==> src/rtl/tms34020_cache_pkg.sv <==
// Shared types and geometry for the TMS34020-style instruction cache fill logic.
// The cache has 4 segments, 8 subsegments per segment and 4 words per subsegment.
package tms34020_cache_pkg;

    localparam int SEG_NUM    = 4;
    localparam int SUBSEG_NUM = 8;
    localparam int LINE_WORDS = 4;
    localparam int SEG_W      = 2;
    localparam int SUBSEG_W   = 3;
    localparam int WORD_W     = 2;

    typedef enum logic [0:0] {
        ST_IDLE = 1'b0,
        ST_FILL = 1'b1
    } fill_state_t;

    // Entry 0 holds the most recently used segment; the last entry is the LRU victim.
    typedef logic [SEG_NUM-1:0][SEG_W-1:0] lru_stack_t;

    function automatic logic [6:0] cache_addr(
        input logic [SEG_W-1:0]    seg,
        input logic [SUBSEG_W-1:0] sub,
        input logic [WORD_W-1:0]   word
    );
        return {seg, sub, word};
    endfunction

endpackage

==> src/rtl/tms34020_cache_lru.sv <==
// Four-entry LRU stack: a touch moves the segment to the MRU slot, and the
// bottom of the stack names the replacement victim.
module tms34020_cache_lru
    import tms34020_cache_pkg::*;
(
    input  logic             clk,
    input  logic             rst_n,
    input  logic             touch,
    input  logic [SEG_W-1:0] touch_seg,
    output logic [SEG_W-1:0] lru_seg
);

    lru_stack_t       stack_r;
    lru_stack_t       stack_next_s;
    logic [SEG_W-1:0] pos_s;

    // Locate the touched segment, then shift the more recent entries down by one.
    always_comb begin
        pos_s = {SEG_W{1'b0}};
        for (int i = 0; i < SEG_NUM; i++) begin
            if (stack_r[i] == touch_seg) begin
                pos_s = SEG_W'(i);
            end else begin
                pos_s = pos_s;
            end
        end
        stack_next_s = stack_r;
        if (touch) begin
            stack_next_s[0] = touch_seg;
            for (int i = 1; i < SEG_NUM; i++) begin
                if (i <= int'(pos_s)) begin
                    stack_next_s[i] = stack_r[i-1];
                end else begin
                    stack_next_s[i] = stack_r[i];
                end
            end
        end else begin
            stack_next_s = stack_r;
        end
    end

    // Stack register; reset order is seg0 = MRU down to seg3 = LRU.
    always_ff @(posedge clk or negedge rst_n) begin
        if (!rst_n) begin
            for (int i = 0; i < SEG_NUM; i++) begin
                stack_r[i] <= SEG_W'(i);
            end
        end else if (touch) begin
            stack_r <= stack_next_s;
        end else begin
            stack_r <= stack_r;
        end
    end

    assign lru_seg = stack_r[SEG_NUM-1];

endmodule

==> src/rtl/tms34020_cache_fill.sv <==
// Instruction cache lookup and subsegment fill controller (IDLE/FILL).
// Optional hit/miss statistics are built when TMS34020_CACHE_STATS_EN is defined.
module tms34020_cache_fill
    import tms34020_cache_pkg::*;
#(
    parameter int TAG_W = 22
) (
    input  logic        CLK,
    input  logic        RST_N,
    input  logic        EN,
    input  logic        FLUSH,
    input  logic        FETCH_REQ,
    input  logic [31:0] FETCH_ADDR,
    output logic        HIT,
    output logic [6:0]  RADDR,
    output logic        BUSY,
    output logic        BUS_REQ,
    output logic [31:0] BUS_ADDR,
    input  logic        BUS_ACK,
    input  logic [31:0] BUS_DATA,
    output logic [6:0]  CWADDR,
    output logic [31:0] CWDATA,
    output logic        CWREN,
    output logic [15:0] HIT_CNT,
    output logic [15:0] MISS_CNT
);

    fill_state_t                             state_r;
    logic [TAG_W-1:0]                        tag_r [SEG_NUM];
    logic [SEG_NUM-1:0][SUBSEG_NUM-1:0]      present_r;
    logic                                    bus_req_r;
    logic [31:0]                             bus_addr_r;
    logic [SEG_W-1:0]                        fill_seg_r;
    logic [SUBSEG_W-1:0]                     fill_sub_r;
    logic [WORD_W-1:0]                       beat_r;
    logic                                    flush_pend_r;

    logic [TAG_W-1:0]    addr_tag_s;
    logic [SUBSEG_W-1:0] addr_sub_s;
    logic [WORD_W-1:0]   addr_word_s;
    logic                tag_match_s;
    logic [SEG_W-1:0]    match_seg_s;
    logic [SEG_W-1:0]    lru_seg_s;
    logic                hit_s;
    logic                start_s;
    logic                ack_s;
    logic                abort_s;
    logic                fill_done_s;
    logic                touch_s;
    logic [SEG_W-1:0]    touch_seg_s;
    logic                unused_addr_s;

    assign addr_tag_s    = FETCH_ADDR[10 +: TAG_W];
    assign addr_sub_s    = FETCH_ADDR[9:7];
    assign addr_word_s   = FETCH_ADDR[6:5];
    assign unused_addr_s = ^FETCH_ADDR[4:0];

    // Tag compare; the lowest-numbered matching segment wins so equal reset tags resolve.
    always_comb begin
        tag_match_s = 1'b0;
        match_seg_s = {SEG_W{1'b0}};
        for (int i = SEG_NUM - 1; i >= 0; i--) begin
            if (tag_r[i] == addr_tag_s) begin
                tag_match_s = 1'b1;
                match_seg_s = SEG_W'(i);
            end else begin
                tag_match_s = tag_match_s;
                match_seg_s = match_seg_s;
            end
        end
    end

    assign hit_s   = EN && FETCH_REQ && (state_r == ST_IDLE) && tag_match_s
                     && present_r[match_seg_s][addr_sub_s];
    assign start_s = EN && FETCH_REQ && (state_r == ST_IDLE) && !hit_s && !FLUSH;

    // In FILL the bus request is always raised, so an ACK here is always a beat completion.
    assign ack_s       = (state_r == ST_FILL) && BUS_ACK;
    assign abort_s     = ack_s && (flush_pend_r || FLUSH);
    assign fill_done_s = ack_s && !abort_s && (beat_r == 2'd3);

    assign touch_s     = hit_s || fill_done_s;
    assign touch_seg_s = hit_s ? match_seg_s : fill_seg_r;

    tms34020_cache_lru u_lru (
        .clk       (CLK),
        .rst_n     (RST_N),
        .touch     (touch_s),
        .touch_seg (touch_seg_s),
        .lru_seg   (lru_seg_s)
    );

    // Fill state machine, tag store and present bits.
    always_ff @(posedge CLK or negedge RST_N) begin
        if (!RST_N) begin
            state_r      <= ST_IDLE;
            present_r    <= {(SEG_NUM*SUBSEG_NUM){1'b0}};
            bus_req_r    <= 1'b0;
            bus_addr_r   <= 32'd0;
            fill_seg_r   <= {SEG_W{1'b0}};
            fill_sub_r   <= {SUBSEG_W{1'b0}};
            beat_r       <= 2'd0;
            flush_pend_r <= 1'b0;
            for (int i = 0; i < SEG_NUM; i++) begin
                tag_r[i] <= {TAG_W{1'b0}};
            end
        end else begin
            case (state_r)
                ST_IDLE: begin
                    if (FLUSH) begin
                        present_r <= {(SEG_NUM*SUBSEG_NUM){1'b0}};
                    end else if (start_s) begin
                        if (!tag_match_s) begin
                            tag_r[lru_seg_s]     <= addr_tag_s;
                            present_r[lru_seg_s] <= {SUBSEG_NUM{1'b0}};
                            fill_seg_r           <= lru_seg_s;
                        end else begin
                            fill_seg_r           <= match_seg_s;
                        end
                        fill_sub_r   <= addr_sub_s;
                        beat_r       <= 2'd0;
                        flush_pend_r <= 1'b0;
                        bus_req_r    <= 1'b1;
                        bus_addr_r   <= {FETCH_ADDR[31:7], 7'd0};
                        state_r      <= ST_FILL;
                    end else begin
                        state_r <= ST_IDLE;
                    end
                end
                ST_FILL: begin
                    if (abort_s) begin
                        present_r    <= {(SEG_NUM*SUBSEG_NUM){1'b0}};
                        flush_pend_r <= 1'b0;
                        bus_req_r    <= 1'b0;
                        bus_addr_r   <= 32'd0;
                        state_r      <= ST_IDLE;
                    end else if (fill_done_s) begin
                        present_r[fill_seg_r][fill_sub_r] <= 1'b1;
                        bus_req_r    <= 1'b0;
                        bus_addr_r   <= 32'd0;
                        state_r      <= ST_IDLE;
                    end else if (ack_s) begin
                        beat_r     <= beat_r + 2'd1;
                        bus_addr_r <= bus_addr_r + 32'd32;
                    end else if (FLUSH) begin
                        flush_pend_r <= 1'b1;
                    end else begin
                        state_r <= ST_FILL;
                    end
                end
                default: begin
                    state_r   <= ST_IDLE;
                    bus_req_r <= 1'b0;
                end
            endcase
        end
    end

    assign HIT      = hit_s;
    assign RADDR    = hit_s ? cache_addr(match_seg_s, addr_sub_s, addr_word_s) : 7'd0;
    assign BUSY     = (state_r == ST_FILL);
    assign BUS_REQ  = bus_req_r;
    assign BUS_ADDR = bus_addr_r;
    assign CWREN    = ack_s;
    assign CWDATA   = ack_s ? BUS_DATA : 32'd0;
    assign CWADDR   = ack_s ? cache_addr(fill_seg_r, fill_sub_r, beat_r) : 7'd0;

`ifdef TMS34020_CACHE_STATS_EN
    logic [15:0] hit_cnt_r;
    logic [15:0] miss_cnt_r;

    // Saturating hit/miss counters, cleared by FLUSH in any state.
    always_ff @(posedge CLK or negedge RST_N) begin
        if (!RST_N) begin
            hit_cnt_r  <= 16'd0;
            miss_cnt_r <= 16'd0;
        end else if (FLUSH) begin
            hit_cnt_r  <= 16'd0;
            miss_cnt_r <= 16'd0;
        end else begin
            if (hit_s && (hit_cnt_r != 16'hFFFF)) begin
                hit_cnt_r <= hit_cnt_r + 16'd1;
            end else begin
                hit_cnt_r <= hit_cnt_r;
            end
            if (start_s && (miss_cnt_r != 16'hFFFF)) begin
                miss_cnt_r <= miss_cnt_r + 16'd1;
            end else begin
                miss_cnt_r <= miss_cnt_r;
            end
        end
    end

    assign HIT_CNT  = hit_cnt_r;
    assign MISS_CNT = miss_cnt_r;
`else
    assign HIT_CNT  = 16'd0;
    assign MISS_CNT = 16'd0;
`endif

endmodule

==> config.mk <==
export PLATFORM = sky130hd
export DESIGN_NAME = tms34020_cache_fill
export DESIGN_NICKNAME = d
export VERILOG_FILES = /design/src/rtl/tms34020_cache_pkg.sv /design/src/rtl/tms34020_cache_lru.sv /design/src/rtl/tms34020_cache_fill.sv
export SDC_FILE = /design/constraint.sdc
export NUM_CORES = 1
export LEC_CHECK = 0
export CAP_MARGIN = 10
export CELL_PAD_IN_SITES_DETAIL_PLACEMENT = 0
export CELL_PAD_IN_SITES_GLOBAL_PLACEMENT = 1
export CORE_MARGIN = 8
export CORE_UTILIZATION = 43
export CTS_CLUSTER_SIZE = 30
export DETAILED_ROUTE_END_ITERATION = 8
export PLACE_DENSITY_LB_ADDON = 0.1
export SLEW_MARGIN = 10
export SYNTH_ARGS = -nofsm -noshare
export SYNTH_HDL_FRONTEND = slang
export SYNTH_HIERARCHICAL = 1
export SYNTH_SLANG_ARGS = --single-unit
==> constraint.sdc <==
create_clock -name CLK -period 10.7 [get_ports CLK]
set_clock_uncertainty 0.15 [all_clocks]
set_input_delay 1.07 -clock CLK [delete_from_list [all_inputs] [get_ports CLK]]
set_output_delay 1.07 -clock CLK [all_outputs]
set_load 0.005 [all_outputs]
=== Yosys cells after proc, flatten, opt, wreduce, memory -nomap -nowiden ===
Index checks and enable logic that the tools add are counted.

* Output and inout port bits: 114
* Word-level logic and storage cells: 154
* Bits in registers: 170
* Bits of input ports: 70

* Multiplexer cells: 64
* Order comparisons: 13
* Eq/ne operators: 20
* $add $sub $neg: 2
* Reduce and logical (&&, ||, !) cells: 29
* Bitwise logic cells: 7

{| class="wikitable"
|+ Operators by type and width
! kind !! number
|-
| 32-bit 2-to-1 mux || 11
|-
| 32-bit case mux with 2 select lines || 2
|-
| 88-bit bitwise mux || 1
|-
| 22-bit equality test || 4
|-
| 22-bit demux with 2-bit select || 1
|-
| 32-bit by 6-bit adder with 32-bit output (second input constant) || 1
|-
| 32-bit AND || 1
|-
| 8-bit demux with 2-bit select || 2
|-
| 32-bit inverter || 1
|-
| 32-bit OR || 1
|-
| 2-bit 2-to-1 mux || 13
|-
| 8-bit 2-to-1 mux || 3
|-
| 22-bit 2-to-1 mux || 1
|-
| 1-bit 2-to-1 mux || 21
|-
| 8-bit binary-select mux with 2-bit select || 1
|-
| 1-bit logical AND || 14
|-
| 7-bit 2-to-1 mux || 2
|-
| 3-bit AND reduction || 4
|-
| 5-bit AND reduction || 2
|-
| 2-bit by 3-bit < comparator with 1-bit output (second input constant) || 3
|-
| 3-bit != test (second input constant) || 3
|-
| 3-bit by 4-bit < comparator with 1-bit output (second input constant) || 2
|-
| 2-bit != test (second input constant) || 4
|-
| 2-bit equality test || 3
|-
| other kinds (22) || 34
|}

=== Longest topological paths before layout ===
* Depth in word-level cells: 17
* Gate-level depth with buffers: 18
* Mapped depth without buffers: 14

=== Cells and area by module ===
The synthesis kept the hierarchy.

{| class="wikitable"
|+ Modules (own cells, without submodules)
! module !! instances !! area an instance (sq um) !! sequential area each (sq um) !! cells each
|-
| tms34020_cache_fill || 1 || 9063.7 || 3928.8 || 959
|-
| tms34020_cache_lru || 1 || 396.6 || 205.2 || 29
|}

=== Worst setup path after synthesis ===
Ideal clock, no wire load.

* Path type: input to output
* From: in FETCH_ADDR[20]
* To: out RADDR[0]
* Buffers on the path: 4
* Stages: 13
* Path slack: 5859 ps
* Arrival time: 3621 ps
* Cell sequence: buf_2 xnor2_1 nand4_1 nor4_4 nand2_1 buf_2 a41oi_1 a22oi_1 o2111a_1 a2111oi_4 buf_6 buf_2 and2_1

* Cells in the longest elaborated chain, start to end: 11
* Elaborated cells between the ends (all ways): 19

{| class="wikitable"
|+ Ends and longest elaborated chain
! element !! line !! text
|-
| from (decl) || tms34020_cache_fill.sv:13 || <nowiki>input logic [31:0] FETCH_ADDR,</nowiki>
|-
| 22-bit equality test || tms34020_cache_fill.sv:63 || <nowiki>if (tag_r[i] == addr_tag_s) begin</nowiki>
|-
| 2-bit 2-to-1 mux (4 in a row) || tms34020_cache_fill.sv:63 ||
|-
| 8-bit binary-select mux with 2-bit select || tms34020_cache_fill.sv:74 || <nowiki>&& present_r[match_seg_s][addr_sub_s];</nowiki>
|-
| 8-bit 2-to-1 mux (implied by the code) || tms34020_cache_fill.sv:74 ||
|-
| 1-bit binary-select mux with 3-bit select || tms34020_cache_fill.sv:74 ||
|-
| 1-bit 2-to-1 mux (implied by the code) || tms34020_cache_fill.sv:74 ||
|-
| 1-bit logical AND * || tms34020_cache_fill.sv:74 ||
|-
| via HIT || tms34020_cache_fill.sv:14 || <nowiki>output logic HIT,</nowiki>
|-
| 7-bit 2-to-1 mux * || tms34020_cache_fill.sv:160 || <nowiki>assign RADDR = hit_s ? cache_addr(match_seg_s, addr_sub_s, addr_word_s) : 7'd0;</nowiki>
|-
| to (decl) || tms34020_cache_fill.sv:15 || <nowiki>output logic [6:0] RADDR,</nowiki>
|}

The timed path passes the listed nets; every way through them passes the cells marked *. The select of a mux whose other input is x is not followed.

=== Final worst setup path ===
* From: in FETCH_ADDR[30]
* To: out RADDR[5]

* Cells in the longest elaborated chain, start to end: 11
* Elaborated cells between the ends (all ways): 19

{| class="wikitable"
|+ Ends and longest elaborated chain
! element !! line
|-
| 22-bit equality test || tms34020_cache_fill.sv:63
|-
| 2-bit 2-to-1 mux (4 in a row) || tms34020_cache_fill.sv:63
|-
| 8-bit binary-select mux with 2-bit select || tms34020_cache_fill.sv:74
|-
| 8-bit 2-to-1 mux (implied by the code) || tms34020_cache_fill.sv:74
|-
| 1-bit binary-select mux with 3-bit select || tms34020_cache_fill.sv:74
|-
| 1-bit 2-to-1 mux (implied by the code) || tms34020_cache_fill.sv:74
|-
| 1-bit logical AND || tms34020_cache_fill.sv:74
|-
| 7-bit 2-to-1 mux * || tms34020_cache_fill.sv:160
|}

Mark *: on every way between the ends. The rest lies on a longest branch, timed or not. The select of a mux whose other input is x is not followed.

==> results.sh <==
export IMPL_cts_buffer_depth=2
export IMPL_tritoncts="built"
export IMPL_crit_arrival_ns=5.75
export IMPL_vias=7527
export IMPL_finalSetupTns_ns=0
export IMPL_min_path_cells=2
export IMPL_path_clk_slew_ns=0.06
export IMPL_leakagePower_nw=5.01
export IMPL_cp_start_kind="input port"
export IMPL_syn_avg_cell_area_um2=9.58
export IMPL_clkPwrFrac=0.347
export IMPL_setup_viol=0
export IMPL_r2r_end="u_lru/stack_r[4]"
export IMPL_netlist_area_um2=9460
export IMPL_ir_drop_mv=0.0856
export IMPL_hold_path_class="register to register"
export IMPL_r2r_start="tag_r[86]"
export IMPL_switchingPower_w=0.000552
export IMPL_antenna_left=0
export IMPL_cts_setup_buffers=0
export IMPL_cap_violations=0
export IMPL_reg2reg_slack_ns=5.37
export IMPL_final_common_cell="dfrtp_1"
export IMPL_dp_cells=1341
export IMPL_drt_first_pass_iters=7
export IMPL_yosysUniqueCellTypes=68
export IMPL_overflow=0
export IMPL_rsz0062_at_grt="no"
export IMPL_netlist_top_cells_area="dfrtp_1 (43%), o21ai_0 (5.7%), xnor2_1 (4.6%)"
export IMPL_fin_crit_sh=0.652
export IMPL_antenna_found_initial=0
export IMPL_synth_seq_cells=165
export IMPL_syn_inst=988
export IMPL_period_minus_slack_ns=6.97
export IMPL_drt_initial_drc_count=501
export IMPL_cp_data_required_time_ns=9.48
export IMPL_rows=54
export IMPL_fp_dieH_um=164
export IMPL_netlist_area_leader_share=0.426
export IMPL_yosys_warnings=6
export IMPL_crit_path_max_fanout=38
export IMPL_worstHoldStart="present_r[29]"
export IMPL_routed_wl_um=27300
export IMPL_max_freq_mhz=143
export IMPL_synth_ff_type="dfrtp_1"
export IMPL_cts_resized=0
export IMPL_status="complete, no violations"
export IMPL_layout_common_cells="dfrtp_1 (160), clkdlybuf4s50_1 (140), nand2_1 (114), o21ai_0 (108), xnor2_1 (50)"
export IMPL_intPower_w=0.00130
export IMPL_grt_max_degree=72
export IMPL_critical_path_class="input port to primary output"
export IMPL_hold_end="present_r[29]"
export IMPL_tightest_slew_ns=1.07
export IMPL_final_max_slew_viol_count=0
export IMPL_wl_per_cell_um=19.9
export IMPL_initial_core_util=0.436
export IMPL_port_buffers=141
export IMPL_synthArstFlopShare=1.00
export IMPL_synth_edf_count=0
export IMPL_track_usage=0.203
export IMPL_io_pins=184
export IMPL_seq_power_share=0.430
export IMPL_cts_sinks=165
export IMPL_comb_power_share=0.223
export IMPL_p_per_area_nw_per_um2=163
export IMPL_drive_above_1_share=0.0897
export IMPL_end_kind="primary output"
export IMPL_core_area_um2=21700
export IMPL_power_share_switching=0.298
export IMPL_yosysSeqAreaShare=0.437
export IMPL_gp_congestion=0.826
export IMPL_first_global_vias=7488
export IMPL_syn_to_final_growth_pct=20.4
export IMPL_drc_errors=0
export IMPL_die_w_um=164
export IMPL_cts_hold_buf=0
export IMPL_dp_hpwl_um=19400
export IMPL_hold_viol_final=0
export IMPL_viasPerCell=5.48
export IMPL_cts_inserted_buffers=17
export IMPL_root_buffer="clkbuf_16"
export IMPL_r2r_cells=14
export IMPL_num_antenna_cells=0
export IMPL_synth_top_cell_by_area="dfrtp_1"
export IMPL_htreeDepth=4
export IMPL_stdcell_count=1373
export IMPL_clkLatencyLatePin_ns=0.42
export IMPL_slew_headroom=0.284
export IMPL_nNetsFinal=1152
export IMPL_dieArea_um2=27000
export IMPL_grt_pass1_wl_um=42700
-- through the flow --
| stage | instance area (um^2) | worst slack (ns) | util | power [W] | hold WS, ns |
|---|---|---|---|---|---|
| after floorplan | 9600 | 5.86 | - | 0.00101 | 0.291 |
| after global placement | 10800 | 3.74 | 0.496 | 0.00122 | 0.305 |
| after detailed placement | 10800 | 3.80 | 0.496 | 0.00122 | 0.315 |
| after CTS | 11400 | 3.77 | 0.525 | 0.00187 | 0.334 |
| after global routing | 11400 | 3.40 | 0.525 | 0.00195 | 0.347 |
| final | 11400 | 3.73 | 0.525 | 0.00185 | 0.327 |
-- cells in the mapped netlist, types with 7 or more instances --
master,count
a21bo_1,8
a21oi_1,8
a221o_1,12
a22o_1,37
and2_1,11
and3_1,42
buf_2,21
buf_4,41
buf_6,8
clkbuf_1,41
dfrtp_1,161
inv_1,35
mux2_2,34
nand2_1,114
nand3_1,23
nand3b_1,8
nand4_1,18
nor2_1,25
nor3_1,12
nor4_1,12
o21ai_0,108
o31a_1,7
o32ai_1,12
xnor2_1,50
xor2_1,44
-- per-layer routing --
metal	wire length, um	up-vias	part of all wire	track usage
met5	0	-	0	0
met4	165	0	0.0060	0.0364
met3	1720	17	0.063	0.0516
met2	11900	213	0.44	0.300
met1	13500	3693	0.50	0.297
li1	-	3604	-	-
-- worst max-delay path: stages --
cell and delay, ns:
clkdlybuf4s50_1 0.62, xor2_1 0.25, nor4_1 0.61, nand4_1 0.56
nor2_2 0.51, or3_1 0.19, nand4_1 0.09, a32o_1 0.31
a2111oi_4 0.36, buf_4 0.42, and2_1 0.23, clkdlybuf4s50_1 0.53
-- area by class of cell --
cell class,count,area (um^2)
fill,2015,10300
multi-input combinational,710,4660
sequential,165,4140
timing repair buffer,151,1490
clock buffer,21,470
tap,280,350
clock inverter,11,149
inverter,35,131
-- state kept, by name (all words and copies together), names as in the netlist --
name           cells
BUSY               1
BUS_ADDR          27
BUS_REQ            1
beat_r             2
fill_seg_r         2
fill_sub_r         3
flush_pend_r       1
present_r         32
tag_r             88
u_lru/lru_seg      2
u_lru/stack_r      6
-- how the worst max path moves through the flow --
stage	from	to	slack (ns)	depth (start not counted)
after floorplan	FETCH_ADDR[20]	RADDR[0]	5.86	13
after global placement	FETCH_ADDR[30]	RADDR[5]	3.74	12
after detailed placement	FETCH_ADDR[30]	RADDR[5]	3.80	11
after CTS	FETCH_ADDR[30]	RADDR[5]	3.77	11
after global routing	FETCH_ADDR[30]	RADDR[5]	3.40	12
final	FETCH_ADDR[30]	RADDR[5]	3.73	12
-- power by group through the flow --
stage	sequential, W	clock, W	combinational (W)
2_1_floorplan	0.000777	0	0.000228
3_3_place_gp	0.000804	0	0.000414
3_5_place_dp	0.000803	0	0.000414
4_1_cts	0.000795	0.000654	0.000418
5_1_grt	0.000810	0.000682	0.000456
6_report	0.000797	0.000642	0.000412
-- logic make-up (layout without fill, tap and decap cells) --
family / after synthesis / in the layout / share of synthesized area
AND/OR/NAND/NOR: 300 / 300 / 0.163
buffers and inverters: 149 / 218 / 0.0845
multiplexers: 41 / 41 / 0.0491
AO/OA/AOI/OAI: 236 / 236 / 0.177
XOR/XNOR: 94 / 94 / 0.0870
adder cells (fa/ha/maj): 2 / 2 / 0.00264
other: 1 / 37 / 0.000396
flip-flops: 165 / 165 / 0.437
Note: power is estimated with default switching activity, not from simulation.
